<file path="src/rtl/gate_bist_pkg.sv">
// Shared types and constants for the gate BIST controller.
// The optional signature feature is enabled with BIST_SIGNATURE_EN.
package gate_bist_pkg;

    typedef enum logic [2:0] {
        IDLE,
        APPLY,
        SETTLE,
        SAMPLE,
        DONE
    } bist_state_t;

    localparam int unsigned MISR_W   = 8;
    localparam logic [MISR_W-1:0] MISR_POLY = 8'h1D;
    localparam int unsigned SETTLE_W = 4;

    // One MISR step: shift left, fold the feedback polynomial on carry-out, xor in the new bit.
    function automatic logic [MISR_W-1:0] misr_step(input logic [MISR_W-1:0] s, input logic din);
        return {s[MISR_W-2:0], 1'b0}
             ^ (s[MISR_W-1] ? MISR_POLY : '0)
             ^ {{(MISR_W-1){1'b0}}, din};
    endfunction

endpackage

</file>
<file path="src/rtl/gate_bist_ctrl_if.sv">
// Harness-side bus between the BIST controller and the gate under test.
// BIST_SIGNATURE_EN adds the signature output.
interface gate_bist_ctrl_if #(
    parameter int unsigned NUM_IN = 2,
    parameter int unsigned CNT_W  = 3
);
    logic                     start;
    logic [NUM_IN-1:0]        dut_in;
    logic                     dut_out;
    logic                     busy;
    logic                     done;
    logic                     pass;
    logic [(2**NUM_IN)-1:0]   fail_vec;
    logic [CNT_W-1:0]         err_count;
`ifdef BIST_SIGNATURE_EN
    logic [7:0]               signature;

    modport master (input start, dut_out,
                    output dut_in, busy, done, pass, fail_vec, err_count, signature);
    modport slave  (output start, dut_out,
                    input dut_in, busy, done, pass, fail_vec, err_count, signature);
`else
    modport master (input start, dut_out,
                    output dut_in, busy, done, pass, fail_vec, err_count);
    modport slave  (output start, dut_out,
                    input dut_in, busy, done, pass, fail_vec, err_count);
`endif
endinterface

</file>
<file path="src/rtl/gate_bist_ctrl_misr.sv">
// 8-bit multiple-input signature register compressing the sampled gate outputs.
module bist_misr
    import gate_bist_pkg::*;
(
    input  logic              clk,
    input  logic              rst_n,
    input  logic              clr,
    input  logic              en,
    input  logic              din,
    output logic [MISR_W-1:0] sig
);

    logic [MISR_W-1:0] sig_q, sig_d;

    always_comb begin
        sig_d = sig_q;
        if (clr) begin
            sig_d = '0;
        end else if (en) begin
            sig_d = misr_step(sig_q, din);
        end
    end

    always_ff @(posedge clk or negedge rst_n) begin
        if (!rst_n) begin
            sig_q <= '0;
        end else begin
            sig_q <= sig_d;
        end
    end

    assign sig = sig_q;

endmodule

</file>
<file path="src/rtl/gate_bist_ctrl.sv">
// BIST controller: walks every input pattern through a gate and checks it against TRUTH_TABLE.
// BIST_SIGNATURE_EN additionally compresses the sampled outputs into an 8-bit MISR signature.
module gate_bist_ctrl
    import gate_bist_pkg::*;
#(
    parameter int unsigned              NUM_IN        = 2,
    parameter logic [(2**NUM_IN)-1:0]   TRUTH_TABLE   = 4'b1000,
    parameter int unsigned              SETTLE_CYCLES = 2,
    parameter int unsigned              CNT_W         = 3
) (
    input logic             clk,
    input logic             rst_n,
    gate_bist_ctrl_if.master bus
);

    localparam int unsigned PAT = 2**NUM_IN;
    localparam logic [NUM_IN-1:0]   IDX_LAST    = NUM_IN'(PAT - 1);
    localparam logic [SETTLE_W-1:0] SETTLE_LAST =
        SETTLE_W'((SETTLE_CYCLES == 0) ? 0 : SETTLE_CYCLES - 1);

    bist_state_t         state_q, state_d;
    logic [NUM_IN-1:0]   idx_q, idx_d;
    logic [SETTLE_W-1:0] scnt_q, scnt_d;
    logic [NUM_IN-1:0]   dut_in_q, dut_in_d;
    logic                busy_q, busy_d;
    logic                done_q, done_d;
    logic                pass_q, pass_d;
    logic [PAT-1:0]      fail_vec_q, fail_vec_d;
    logic [CNT_W-1:0]    err_count_q, err_count_d;
    logic                mismatch_c;
    logic                accept_c;

    // Four-state compare: a floating or unknown gate output is a defect.
    assign mismatch_c = (state_q == SAMPLE) && (bus.dut_out !== TRUTH_TABLE[idx_q]);
    assign accept_c   = (state_q == IDLE) && bus.start;

    always_comb begin
        state_d     = state_q;
        idx_d       = idx_q;
        scnt_d      = scnt_q;
        dut_in_d    = dut_in_q;
        busy_d      = busy_q;
        done_d      = 1'b0;
        pass_d      = pass_q;
        fail_vec_d  = fail_vec_q;
        err_count_d = err_count_q;

        case (state_q)
            IDLE: begin
                dut_in_d = '0;
                if (bus.start) begin
                    state_d     = APPLY;
                    idx_d       = '0;
                    fail_vec_d  = '0;
                    err_count_d = '0;
                    pass_d      = 1'b0;
                    busy_d      = 1'b1;
                end
            end
            APPLY: begin
                scnt_d  = '0;
                state_d = (SETTLE_CYCLES == 0) ? SAMPLE : SETTLE;
            end
            SETTLE: begin
                if (scnt_q == SETTLE_LAST) begin
                    state_d = SAMPLE;
                end else begin
                    scnt_d = scnt_q + SETTLE_W'(1);
                end
            end
            SAMPLE: begin
                if (mismatch_c) begin
                    fail_vec_d[idx_q] = 1'b1;
                    if (err_count_q != '1) begin
                        err_count_d = err_count_q + CNT_W'(1);
                    end
                end
                if (idx_q == IDX_LAST) begin
                    state_d = DONE;
                    busy_d  = 1'b0;
                    done_d  = 1'b1;
                    pass_d  = (fail_vec_d == '0);
                end else begin
                    state_d  = APPLY;
                    idx_d    = idx_q + NUM_IN'(1);
                    dut_in_d = idx_q + NUM_IN'(1);
                end
            end
            DONE: begin
                state_d  = IDLE;
                dut_in_d = '0;
            end
            default: begin
                state_d = IDLE;
            end
        endcase
    end

    always_ff @(posedge clk or negedge rst_n) begin
        if (!rst_n) begin
            state_q     <= IDLE;
            idx_q       <= '0;
            scnt_q      <= '0;
            dut_in_q    <= '0;
            busy_q      <= 1'b0;
            done_q      <= 1'b0;
            pass_q      <= 1'b0;
            fail_vec_q  <= '0;
            err_count_q <= '0;
        end else begin
            state_q     <= state_d;
            idx_q       <= idx_d;
            scnt_q      <= scnt_d;
            dut_in_q    <= dut_in_d;
            busy_q      <= busy_d;
            done_q      <= done_d;
            pass_q      <= pass_d;
            fail_vec_q  <= fail_vec_d;
            err_count_q <= err_count_d;
        end
    end

    assign bus.dut_in    = dut_in_q;
    assign bus.busy      = busy_q;
    assign bus.done      = done_q;
    assign bus.pass      = pass_q;
    assign bus.fail_vec  = fail_vec_q;
    assign bus.err_count = err_count_q;

`ifdef BIST_SIGNATURE_EN
    logic misr_din_c;

    // Anything but a clean 0 enters the signature as 1.
    assign misr_din_c = (bus.dut_out === 1'b0) ? 1'b0 : 1'b1;

    bist_misr u_misr (
        .clk   (clk),
        .rst_n (rst_n),
        .clr   (accept_c),
        .en    (state_q == SAMPLE),
        .din   (misr_din_c),
        .sig   (bus.signature)
    );
`else
    logic unused_c;
    assign unused_c = accept_c;
`endif

endmodule

</file>
<file path="src/flat_wrapper.sv">
// flat-port wrapper written by rule: the top's interface ports become plain ports
module gate_bist_ctrl_flat import gate_bist_pkg::*;
#(
    parameter int unsigned              NUM_IN        = 2,
    parameter logic [(2**NUM_IN)-1:0]   TRUTH_TABLE   = 4'b1000,
    parameter int unsigned              SETTLE_CYCLES = 2,
    parameter int unsigned              CNT_W         = 3
)
  (clk, rst_n, bus_start, bus_dut_out, bus_dut_in, bus_busy, bus_done, bus_pass, bus_fail_vec, bus_err_count);
  gate_bist_ctrl_if #(.NUM_IN(NUM_IN), .CNT_W(CNT_W)) bus_i ();
  input logic clk;
  input logic rst_n;
  input wire logic [$bits(bus_i.start)-1:0] bus_start;
  input wire logic [$bits(bus_i.dut_out)-1:0] bus_dut_out;
  output wire logic [$bits(bus_i.dut_in)-1:0] bus_dut_in;
  output wire logic [$bits(bus_i.busy)-1:0] bus_busy;
  output wire logic [$bits(bus_i.done)-1:0] bus_done;
  output wire logic [$bits(bus_i.pass)-1:0] bus_pass;
  output wire logic [$bits(bus_i.fail_vec)-1:0] bus_fail_vec;
  output wire logic [$bits(bus_i.err_count)-1:0] bus_err_count;
  assign bus_i.start = bus_start;
  assign bus_i.dut_out = bus_dut_out;
  assign bus_dut_in = bus_i.dut_in;
  assign bus_busy = bus_i.busy;
  assign bus_done = bus_i.done;
  assign bus_pass = bus_i.pass;
  assign bus_fail_vec = bus_i.fail_vec;
  assign bus_err_count = bus_i.err_count;
  gate_bist_ctrl #(.NUM_IN(NUM_IN), .TRUTH_TABLE(TRUTH_TABLE), .SETTLE_CYCLES(SETTLE_CYCLES), .CNT_W(CNT_W)) u_core (.clk(clk), .rst_n(rst_n), .bus(bus_i));
endmodule
</file>
<file path="config.mk">
export PLATFORM = sky130hd
export DESIGN_NAME = gate_bist_ctrl_flat
export DESIGN_NICKNAME = d
export VERILOG_FILES = /design/src/rtl/gate_bist_pkg.sv /design/src/rtl/gate_bist_ctrl_if.sv /design/src/rtl/gate_bist_ctrl_misr.sv /design/src/rtl/gate_bist_ctrl.sv /design/src/flat_wrapper.sv
export SDC_FILE = /design/constraint.sdc
export NUM_CORES = 1
export LEC_CHECK = 0
export BUFFER_PORTS_ARGS = -buffer_cell sky130_fd_sc_hd__buf_2
export CORE_ASPECT_RATIO = 0.8
export CORE_MARGIN = 2
export CORE_UTILIZATION = 30
export DETAILED_ROUTE_END_ITERATION = 6
export PLACE_DENSITY = 0.5
export SETUP_SLACK_MARGIN = 0.02
export SLEW_MARGIN = 20
export SYNTH_ARGS = -nofsm -noshare
export SYNTH_HDL_FRONTEND = slang
export SYNTH_SLANG_ARGS = --single-unit
</file>
<file path="constraint.sdc">
create_clock -name clk -period 1.7 [get_ports clk]
set_input_delay 0.085 -clock clk [delete_from_list [all_inputs] [get_ports clk]]
set_output_delay 0.085 -clock clk [all_outputs]
set_load 0.05 [all_outputs]
</file>
After elaboration in Yosys (flattened, before gate mapping)
Cells that the tools add are included.
{"block": "totals", "out_inout_bits": 12, "regBits": 21, "wordCells": 75}
{"block": "op_classes", "reduce_logical": 15, "add_sub_neg": 3, "muxes": 30, "n_bitwise": 1, "n_eq_ne": 15, "n_lt_le_gt_ge": 2}
{"cell": "two-way mux 3 bit", "count": 6}
{"cell": "two-way mux 4 bit", "count": 4}
{"cell": "one-hot mux 4 bit (2 select lines)", "count": 2}
{"cell": "one-hot mux 3 bit (4 select lines)", "count": 1}
{"cell": "!= test 2 bit, second input constant", "count": 5}
{"cell": "two-way mux 1 bit", "count": 8}
{"cell": "one-hot mux 2 bit (2 select lines)", "count": 2}
{"cell": "AND reduction 2 bit", "count": 4}
{"cell": "== test 3 x 2 -> 1 bit, second input constant", "count": 2}
{"cell": "one-hot mux 3 bit (2 select lines)", "count": 1}
{"cell": "AND reduction 3 bit", "count": 2}
{"cell": "nonzero test 2 bit", "count": 3}
{"cell": "adder 4 x 1 -> 4 bit, second input constant", "count": 1}
{"cell": "== test 4 x 1 -> 1 bit, second input constant", "count": 1}
{"cell": "logical NOT 4 bit", "count": 1}
{"cell": "two-way mux 2 bit", "count": 2}
{"cell": "!= test 2 x 1 -> 1 bit, second input constant", "count": 2}
{"cell": "bitwise OR 4 bit", "count": 1}
{"cell": "one-hot mux 1 bit (2 select lines)", "count": 2}
{"cell": "AND reduction 4 bit", "count": 1}
{"cell": "adder 3 x 1 -> 3 bit, second input constant", "count": 1}
{"cell": "== test 3 x 1 -> 1 bit, second input constant", "count": 1}
{"cell": "== test 3 bit, second input constant", "count": 1}
{"cell": "logical NOT 3 bit", "count": 1}
{"cell": "10 further kinds", "count": 11}

Logic depth before layout (Yosys ltp)
Gate-level depths: netlist of the first run.
{"block": "depth", "word_depth": 10, "mapped_depth": 5, "mapped_depth_nobuf": 5}

Least setup slack after synthesis of the first run
OpenSTA, ideal clock, no wires.
{"block": "synth_path", "path_kind": "register to register", "startpoint": "register u_core.err_count_q[0], in the netlist u_core.bus.err_count[0]", "endpoint": "register u_core.err_count_q[0], in the netlist u_core.bus.err_count[0]", "t_arrival_ns": 1.596, "period_less_slack_ns": 1.681, "slack_ns": 0.019, "path_stages_with_launch": 5, "setup_time_ns": 0.085, "required_time_ns": 1.615, "n_path_buf": 0, "cell_sequence": "dfrtp_1 > ha_1 > ha_1 > nor4_4 > mux2i_1"}
{"block": "synth_between", "elab_chain_len": 4, "elab_cells_between_ends": 7}
{"item": "from (decl)", "line_no": "gate_bist_ctrl.sv:29", "rtl": "logic [CNT_W-1:0] err_count_q, err_count_d;"}
{"item": "from (signal assigned)", "line_no": "gate_bist_ctrl.sv:119", "rtl": "err_count_q <= err_count_d;"}
{"item": "adder 3 x 1 -> 3 bit", "line_no": "gate_bist_ctrl.sv:75", "rtl": "err_count_d = err_count_q + CNT_W'(1);"}
{"item": "two-way mux 3 bit", "line_no": "gate_bist_ctrl.sv:74", "rtl": "if (err_count_q != '1) begin"}
{"item": "two-way mux 3 bit", "line_no": "gate_bist_ctrl.sv:72", "rtl": "if (mismatch_c) begin"}
{"item": "one-hot mux 3 bit (2 select lines)", "line_no": "gate_bist_ctrl.sv:48", "rtl": "case (state_q)"}
Parallel ways exist; a longest one is shown, timed or not. The select of a mux whose other input is x is not followed.
A chain may end at the register's enable or synchronous reset.

Worst setup path after layout of the first run
Same ends and word-level chain as after synthesis.

==> results.json, run 1 <==
{
  "outcome": "finished, final reports clean",
  "die_w_um": 71.1,
  "cp_max_fo": 4,
  "drt_pass1_iterations": 4,
  "vias": 799,
  "crit_type": "flop to flop",
  "cts_resized": 0,
  "hp-class": "input port to flop",
  "slew_headroom_pct": 67.8,
  "ff_latch_area_um2": 527,
  "cts_setup_buffers": 0,
  "layout-drive-gt1-share_pct": 21.8,
  "cap_violations": 0,
  "syn_to_final_growth_pct": 17.5,
  "end_kind": "flop",
  "final_hold_viol_count": 0,
  "drt_iter0_drc": 20,
  "crit_arrival_ns": 1.69,
  "ant_nets": 0,
  "final_cell_area_um2": 1270,
  "worstMarginPinSlew_ns": 0.482,
  "grt_pass1_vias": 786,
  "numCtsBuffers": 3,
  "die_h_um": 57.7,
  "setup_violations": 0,
  "syn_inst": 99,
  "cpMostUsedCell": "ha_1",
  "post_synth.cell_area_avg_um2": 10.9,
  "hold_buffers": 1,
  "wirelength_um": 2080,
  "drc": 0,
  "final.fill_count": 340,
  "critPathLaunchType": "flop",
  "skew_ns": 0.00490,
  "viasPerCell": 4.96,
  "cts_max_level": 1,
  "antenna_found_initial": 0,
  "cp.required_ns": 1.87,
  "leakagePower_nw": 0.640,
  "dieArea_um2": 4100,
  "yosys_warnings": 0,
  "post-route-period-util_pct": 89.4,
  "ys_ff_latch": 21,
  "grtUsageTotal_pct": 11.4,
  "fin_crit_ns": 1.52,
  "ys_seq_area_share_pct": 48.6,
  "clkTransAtPathRegs_ns": 0.07,
  "place_area_um2": 1210,
  "grt_pass1_wl_um": 3670,
  "nets": 132,
  "gp_congestion": 0.775,
  "max_stage_delay_ns": 0.42,
  "multi_input_area_um2": 500,
  "syn_area_um2": 1080,
  "antenna_cells": 0,
  "ir_drop_mv": 0.615,
  "cts-root-buf": "clkbuf_8",
  "clkLatencyLatePin_ns": 0.26,
  "cts_tree": "built",
  "rsz0062_at_grt": "false",
  "fp-row-count": 19,
  "ios": 16,
  "power.density_nw_per_um2": 1940,
  "synthDistinctLibCells": 34,
  "synth_fp_nets": 111,
  "fin_tns_setup_ns": 0,
  "fmax_mhz": 658,
  "maxSlewViolCount": 0,
  "crit_chain": "ha_1 -> ha_1 -> nor4_4 -> mux2i_1",
  "grt_overflow": 0,
  "core_area_um2": 3450,
  "cts_sinks": 21,
  "crit_slowest_cell": "dfrtp_2",
  "grt_max_degree": 22,
  "clk_path_buf_depth": 2,
  "place_hpwl_um": 1510,
  "portBuffers": 15,
  "wl_per_cell_um": 12.9,
  "start_util_pct": 31.4
}
==> cell usage in the layout (no fill, tap or decap), types with 3 or more instances in the layout <==
master and n:
dfrtp_1 20, buf_4 4, buf_2 15, nand2_1 11, inv_1 8, clkbuf_8 3, a22o_1 3, mux2i_1 6
nor2_1 5, ha_1 8
==> report_power, final <==
group / internal [mW] / total [mW] / switching (mW)
registers: 0.684 / 0.827 / 0.143
logic: 0.450 / 1.31 / 0.857
clock network: 0.167 / 0.329 / 0.162
total: 1.30 / 2.46 / 1.16
==> worst paths after layout <==
check / start / to / slack [ns] / cells after the start
max: u_core.bus.err_count[0]$_DFFE_PN0P_ / u_core.bus.err_count[0]$_DFFE_PN0P_ / 0.18 / 4
min: bus_dut_out / u_core.bus.pass$_DFFE_PN0P_ / 0.09 / 3
max reg2reg: u_core.bus.err_count[0]$_DFFE_PN0P_ / u_core.bus.err_count[0]$_DFFE_PN0P_ / 0.18 / 4
min reg2reg: u_core.bus.busy$_DFFE_PN0P_ / u_core.bus.busy$_DFFE_PN0P_ / 0.49 / 2
max in group asynchronous: rst_n / u_core.bus.err_count[0]$_DFFE_PN0P_ / 1.03 / 2
min in group asynchronous: rst_n / u_core.idx_q[1]$_DFFE_PN0P_ / 0.32 / 2
==> sequential cells by signal, indices dropped and copies added, names as in the netlist <==
register,flops
u_core.bus.pass,1
u_core.bus.done,1
u_core.bus.fail_vec,4
u_core.bus.err_count,3
u_core.bus.dut_in,2
u_core.idx_q,2
u_core.state_q,3
u_core.bus.busy,1
u_core.scnt_q,4
==> layout make-up <==
cell class	instances	area share [%]
flip-flops and latches	21	41.5
multi-input cells	66	39.4
repair buffers	20	9.06
well taps	42	4.14
clock buffers	4	3.55
inverters	8	2.36
==> synthesized netlist by cell type <==
| master | instances | area (um^2) |
|---|---|---|
| a22oi_1 | 1 | 7.51 |
| nand3_1 | 2 | 10.0 |
| a41oi_1 | 1 | 8.76 |
| nor4_4 | 1 | 21.3 |
| a31oi_1 | 2 | 12.5 |
| buf_6 | 1 | 11.3 |
| and3_1 | 1 | 6.26 |
| o22ai_1 | 1 | 6.26 |
| o311ai_1 | 2 | 17.5 |
| clkbuf_1 | 1 | 3.75 |
| nor2_1 | 5 | 18.8 |
| or3b_2 | 1 | 8.76 |
| and3b_1 | 1 | 8.76 |
| nand4_1 | 2 | 12.5 |
| nor2b_1 | 2 | 12.5 |
| nand4b_1 | 1 | 8.76 |
| o2bb2ai_1 | 2 | 17.5 |
| or4b_4 | 1 | 13.8 |
| dfrtp_1 | 21 | 526 |
| nor4_1 | 1 | 6.26 |
| o21ai_1 | 1 | 5.00 |
| a21boi_0 | 1 | 7.51 |
| xnor2_1 | 2 | 17.5 |
| or3b_1 | 1 | 8.76 |
| nand2_1 | 11 | 41.3 |
| mux2i_1 | 6 | 60.1 |
| inv_1 | 8 | 30.0 |
| o41ai_1 | 1 | 8.76 |
| ha_1 | 8 | 100 |
| o21a_1 | 1 | 7.51 |
| a22o_1 | 3 | 26.3 |
| nor3_1 | 2 | 10.0 |
| buf_2 | 2 | 10.0 |
| o21ai_0 | 2 | 10.0 |
==> metrics by stage <==
stage,hold WS (ns),std cells,power (mW),utilization [%],setup WS [ns]
final,0.0936,161,2.46,36.8,0.181
after global routing,0.110,161,2.65,36.8,0.0844
after CTS,0.0894,161,2.50,36.8,0.159
after detailed placement,0.0795,156,2.16,35.2,0.177
after global placement,0.0740,156,2.12,35.2,0.223
after floorplan,-0.211,99,1.84,-,0.0472
==> per-layer routing <==
| metal | track usage, % | up-vias | wire (um) | part of all wire (%) |
|---|---|---|---|---|
| met3 | 4.70 | 0 | 131 | 6.3 |
| met5 | 0 | - | 0 | 0 |
| li1 | - | 393 | - | - |
| met2 | 18.0 | 17 | 937 | 45 |
| met1 | 15.3 | 389 | 1010 | 49 |
| met4 | 1.62 | 0 | 0 | 0 |
==> cells by family (layout without fill, tap and decap cells) <==
family | after synthesis | count (layout) | synth area share [%]
simple gates | 32 | 32 | 17.4
mux | 6 | 6 | 5.56
flops | 21 | 21 | 48.6
fa+ha+maj | 8 | 8 | 9.26
xor+xnor | 2 | 2 | 1.62
buf+inv | 12 | 32 | 5.09
compound gates | 18 | 18 | 12.5
==> critical path, delay by kind of cell (launching register included) <==
family        cells  cell delay (ns)
fa+ha+maj         2             0.41
flops             1             0.42
mux               1             0.24
simple gates      1             0.36
No activity file was read; power rests on OpenSTA's default activity.
==> run 2: changes to the inputs <==
--- a/config.mk
+++ b/config.mk
@@ -6,11 +6,11 @@
 export NUM_CORES = 1
 export LEC_CHECK = 0
 export BUFFER_PORTS_ARGS = -buffer_cell sky130_fd_sc_hd__buf_2
-export CORE_ASPECT_RATIO = 0.8
+export CORE_ASPECT_RATIO = 1.75
 export CORE_MARGIN = 2
-export CORE_UTILIZATION = 30
+export CORE_UTILIZATION = 35
 export DETAILED_ROUTE_END_ITERATION = 6
-export PLACE_DENSITY = 0.5
+export PLACE_DENSITY = 0.56
 export SETUP_SLACK_MARGIN = 0.02
 export SLEW_MARGIN = 20
 export SYNTH_ARGS = -nofsm -noshare
==> run 2 against run 1 <==
- register-to-register slack hardly changed
- critical path depth did not move
- sequential power about the same
- worst hold slack better by 0.00087 ns
- clock skew decreased by 0.0033 ns
- core utilization increased by 5.9 points
- largest power group unchanged
==> results.json, run 2 (synthesis gave the netlist of run 1 again) <==
{
  "vias": 800,
  "gp_congestion": 0.718,
  "hp-class": "input port to flop",
  "crit_chain": "ha_1 -> ha_1 -> nor4_4 -> mux2i_1",
  "worstMarginPinSlew_ns": 0.468,
  "maxSlewViolCount": 0,
  "syn_to_final_growth_pct": 15.9,
  "fin_tns_setup_ns": 0,
  "wl_per_cell_um": 14.0,
  "layoutNonFillerInstCount": 147,
  "clkLatencyLatePin_ns": 0.26,
  "antenna_found_initial": 0,
  "viasPerCell": 5.44,
  "fmax_mhz": 653,
  "cp_max_fo": 4,
  "cts_sinks": 21,
  "max_stage_delay_ns": 0.43,
  "clkTransAtPathRegs_ns": 0.07,
  "cts-root-buf": "clkbuf_8",
  "final_cell_mix": "dfrtp_1, buf_2, nand2_1",
  "cpMostUsedCell": "ha_1",
  "crit_type": "flop to flop",
  "drt_iter0_drc": 14,
  "drc": 0,
  "drt_pass1_iterations": 4,
  "fp-row-count": 26,
  "p_total_mw": 2.45,
  "wirelength_um": 2050,
  "place_hpwl_um": 1480,
  "outcome": "finished, final reports clean",
  "nets": 132,
  "fin_crit_ns": 1.53,
  "die_h_um": 77.5,
  "core_area_um2": 2930,
  "skew_ns": 0.00158,
  "end_kind": "flop",
  "dieArea_um2": 3570,
  "start_util_pct": 36.9,
  "crit_slowest_cell": "dfrtp_2",
  "grtUsageTotal_pct": 13.5,
  "die_w_um": 46.0,
  "grt_max_degree": 22,
  "grt_pass1_wl_um": 3620,
  "slew_headroom_pct": 68.8,
  "final_common_cell": "dfrtp_1",
  "crit_arrival_ns": 1.71,
  "grt_overflow": 0,
  "post-route-period-util_pct": 90.1,
  "power.density_nw_per_um2": 1960,
  "antenna_cells": 0,
  "cts_resized": 0,
  "cts_setup_buffers": 0,
  "cts_tree": "built",
  "setup_violations": 0,
  "layout-drive-gt1-share_pct": 21.8,
  "rsz0062_at_grt": "false",
  "final_hold_viol_count": 0,
  "cap_violations": 0,
  "portBuffers": 15,
  "leakagePower_nw": 0.640,
  "numCtsBuffers": 3,
  "clk_path_buf_depth": 2,
  "ir_drop_mv": 0.827,
  "final_util_pct": 42.8,
  "cp.required_ns": 1.88,
  "cts_max_level": 1,
  "critPathLaunchType": "flop",
  "ant_nets": 0,
  "ios": 16,
  "dp_cells": 142,
  "grt_pass1_vias": 794
}
[run 2: final cells by class]
cell class                 count  area (um^2)
clock buffer                   4         45.0
fill                         291         1680
inverter                       8         30.0
multi-input combinational     66          500
sequential                    21          527
tap                           28         35.0
timing repair buffer          20          115
[run 2: report_power, final]
group	total [mW]	internal, mW	leakage (nW)	switching [mW]
sequential	0.827	0.684	0.270	0.143
combinational	1.30	0.448	0.347	0.851
clock	0.325	0.167	0.0228	0.158
[run 2: layer usage]
layer | wire length, um | global-route usage (%) | share of wire, %
met1 | 899 | 17.6 | 44
met5 | 0 | 0 | 0
met4 | 26 | 6.00 | 1.3
met3 | 64 | 2.09 | 3.1
met2 | 1060 | 21.3 | 52
[run 2: repair_timing]
item	CTS	global route
endpoints found under the hold margin	21	0
hold buffers	1	0
endpoints found under the setup margin	0	0
[run 2: worst max-delay path, delay by kind of cell (launching register included)]
family                   cells  cell delay [ns]
adder cells (fa/ha/maj)      2             0.42
flip-flops                   1             0.43
multiplexers                 1             0.23
AND/OR/NAND/NOR              1             0.37
[run 2: metrics by stage]
stage | hold WS, ns | cell area [um^2] | setup slack [ns]
2_1_floorplan | -0.211 | 1080 | 0.0472
3_3_place_gp | 0.0714 | 1200 | 0.242
3_5_place_dp | 0.0695 | 1200 | 0.163
4_1_cts | 0.0977 | 1250 | 0.149
5_1_grt | 0.0889 | 1250 | 0.106
6_report | 0.0945 | 1250 | 0.168
[run 2: worst paths after layout]
path,from,end,slack (ns),cells after the start
min in group asynchronous,rst_n,u_core.bus.fail_vec[1]$_DFFE_PN0P_,0.31,2
min,bus_dut_out,u_core.bus.pass$_DFFE_PN0P_,0.09,3
min reg2reg,u_core.bus.busy$_DFFE_PN0P_,u_core.bus.busy$_DFFE_PN0P_,0.48,2
max reg2reg,u_core.bus.err_count[0]$_DFFE_PN0P_,u_core.bus.err_count[0]$_DFFE_PN0P_,0.17,4
max in group asynchronous,rst_n,u_core.bus.err_count[0]$_DFFE_PN0P_,1.05,2
max,u_core.bus.err_count[0]$_DFFE_PN0P_,u_core.bus.err_count[0]$_DFFE_PN0P_,0.17,4
==> run 3: changes to the inputs <==
--- a/config.mk
+++ b/config.mk
@@ -6,7 +6,7 @@
 export NUM_CORES = 1
 export LEC_CHECK = 0
 export BUFFER_PORTS_ARGS = -buffer_cell sky130_fd_sc_hd__buf_2
-export CORE_ASPECT_RATIO = 1.75
+export CORE_ASPECT_RATIO = 0.75
 export CORE_MARGIN = 2
 export CORE_UTILIZATION = 35
 export DETAILED_ROUTE_END_ITERATION = 6
==> run 3 against run 2 <==
- via count down 0.88%
- first-iteration DRC count is 14% lower
- worst hold slack improved by 0.0054 ns
- critical endpoint unchanged
==> results.json, run 3 (synthesis gave the netlist of run 1 again) <==
{
  "worstMarginPinSlew_ns": 0.480,
  "drt_pass1_iterations": 4,
  "die_h_um": 52.1,
  "critPathLaunchType": "flop",
  "start_util_pct": 36.8,
  "ff2ff_setup_slack_ns": 0.17,
  "final_hold_viol_count": 0,
  "wirelength_um": 2140,
  "drc": 0,
  "outcome": "finished, final reports clean",
  "core_area_um2": 2940,
  "p_total_mw": 2.52,
  "final_util_pct": 44.0,
  "cap_violations": 0,
  "ff2ff_path_depth": 4,
  "viasPerCell": 5.02,
  "antenna_cells": 0,
  "maxSlewViolCount": 0,
  "nets": 133,
  "fin_tns_setup_ns": 0,
  "fin_ws_ns": 0.166,
  "dp_cells": 151,
  "antenna_found_initial": 0,
  "wl_per_cell_um": 13.5,
  "die_w_um": 68.2,
  "cts-root-buf": "clkbuf_8",
  "hold_ws_ns": 0.0998,
  "cp_max_fo": 7,
  "hp-start": "bus_dut_out",
  "fin_crit_ns": 1.53,
  "syn_to_final_growth_pct": 19.6,
  "clk_path_buf_depth": 2,
  "grtUsageTotal_pct": 13.8,
  "whs_endpoint": "u_core.bus.pass$_DFFE_PN0P_",
  "ir_drop_mv": 0.778,
  "grt_pass1_vias": 753,
  "setup_violations": 0,
  "final_cell_area_um2": 1290,
  "skew_ns": 0.00429,
  "drt_iter0_drc": 12,
  "cp.required_ns": 1.88,
  "fp-row-count": 17,
  "hp-class": "input port to flop",
  "vias": 793,
  "timing.rr.start": "u_core.idx_q[1]$_DFFE_PN0P_",
  "ant_nets": 0,
  "rr_endpoint": "u_core.bus.err_count[0]$_DFFE_PN0P_",
  "grt_max_degree": 22,
  "place_hpwl_um": 1520,
  "final.fill_count": 286,
  "final_common_cell": "dfrtp_1",
  "grt_pass1_wl_um": 3480,
  "numCtsBuffers": 3,
  "gp_congestion": 0.793,
  "hold_depth": 3,
  "fmax_mhz": 652,
  "cts_sinks": 21,
  "crit_arrival_ns": 1.72,
  "cts_tree": "built",
  "layoutNonFillerInstCount": 158,
  "portBuffers": 15,
  "leakagePower_nw": 0.648,
  "place_ws_ns": 0.141,
  "rsz0062_at_grt": "false",
  "end_kind": "flop",
  "layout-drive-gt1-share_pct": 24.2,
  "final_cell_mix": "dfrtp_1, buf_2, nand2_1",
  "clkTransAtPathRegs_ns": 0.08,
  "clkLatencyLatePin_ns": 0.26,
  "place_area_um2": 1200,
  "slew_headroom_pct": 68.0,
  "cts_max_level": 1,
  "crit_type": "flop to flop",
  "ios": 16,
  "power.density_nw_per_um2": 1950,
  "dieArea_um2": 3550,
  "grt_overflow": 0,
  "post-route-period-util_pct": 90.2
}
-- run 3: worst max-delay path by stage --
stage	cells past startpoint	start	slack [ns]	end
floorplan	4	u_core.bus.err_count[1]$_DFFE_PN0P_	0.05	u_core.bus.err_count[0]$_DFFE_PN0P_
global placement	4	u_core.bus.err_count[0]$_DFFE_PN0P_	0.18	u_core.bus.err_count[2]$_DFFE_PN0P_
detailed placement	4	u_core.idx_q[0]$_DFFE_PN0P_	0.14	u_core.bus.fail_vec[2]$_DFFE_PN0P_
CTS	4	u_core.idx_q[0]$_DFFE_PN0P_	0.09	u_core.bus.fail_vec[2]$_DFFE_PN0P_
global route	4	u_core.idx_q[1]$_DFFE_PN0P_	0.03	u_core.bus.err_count[0]$_DFFE_PN0P_
finish	4	u_core.idx_q[1]$_DFFE_PN0P_	0.17	u_core.bus.err_count[0]$_DFFE_PN0P_
-- run 3: critical path, cell delays in order (launching register included) --
cell and delay [ns]:
dfrtp_1 0.45, ha_4 0.22, xnor2_2 0.17, nor4_4 0.39
mux2i_1 0.22
-- run 3: cell type report --
class                           count  area, um^2  share of cell area [%]
Sequential cell                    21         527                    40.8
Timing Repair Buffer               21         123                    9.49
Tap cell                           38        47.5                    3.68
Clock buffer                        4        45.0                    3.48
Inverter                            8        30.0                    2.32
Multi-Input combinational cell     66         520                    40.3
-- run 3: what timing repair did --
item,in CTS,in global routing
buffers inserted,0,2
hold endpoints to repair,21,0
hold buffers,1,0
endpoints found under the setup margin,0,3
resized for setup,0,3
-- run 3: power by group --
part / total, mW / internal (mW) / switching (mW)
Combinational: 1.34 / 0.483 / 0.862
Clock: 0.329 / 0.167 / 0.162
Sequential: 0.851 / 0.684 / 0.167
Total: 2.52 / 1.33 / 1.19
-- run 3: metal layers --
| metal | GRT usage [%] | vias up | wire length, um |
|---|---|---|---|
| li1 | - | 395 | - |
| met1 | 17.2 | 381 | 1040 |
| met2 | 21.5 | 12 | 982 |
| met3 | 4.55 | 5 | 84 |
| met4 | 6.00 | 0 | 35 |
| met5 | 0 | - | 0 |
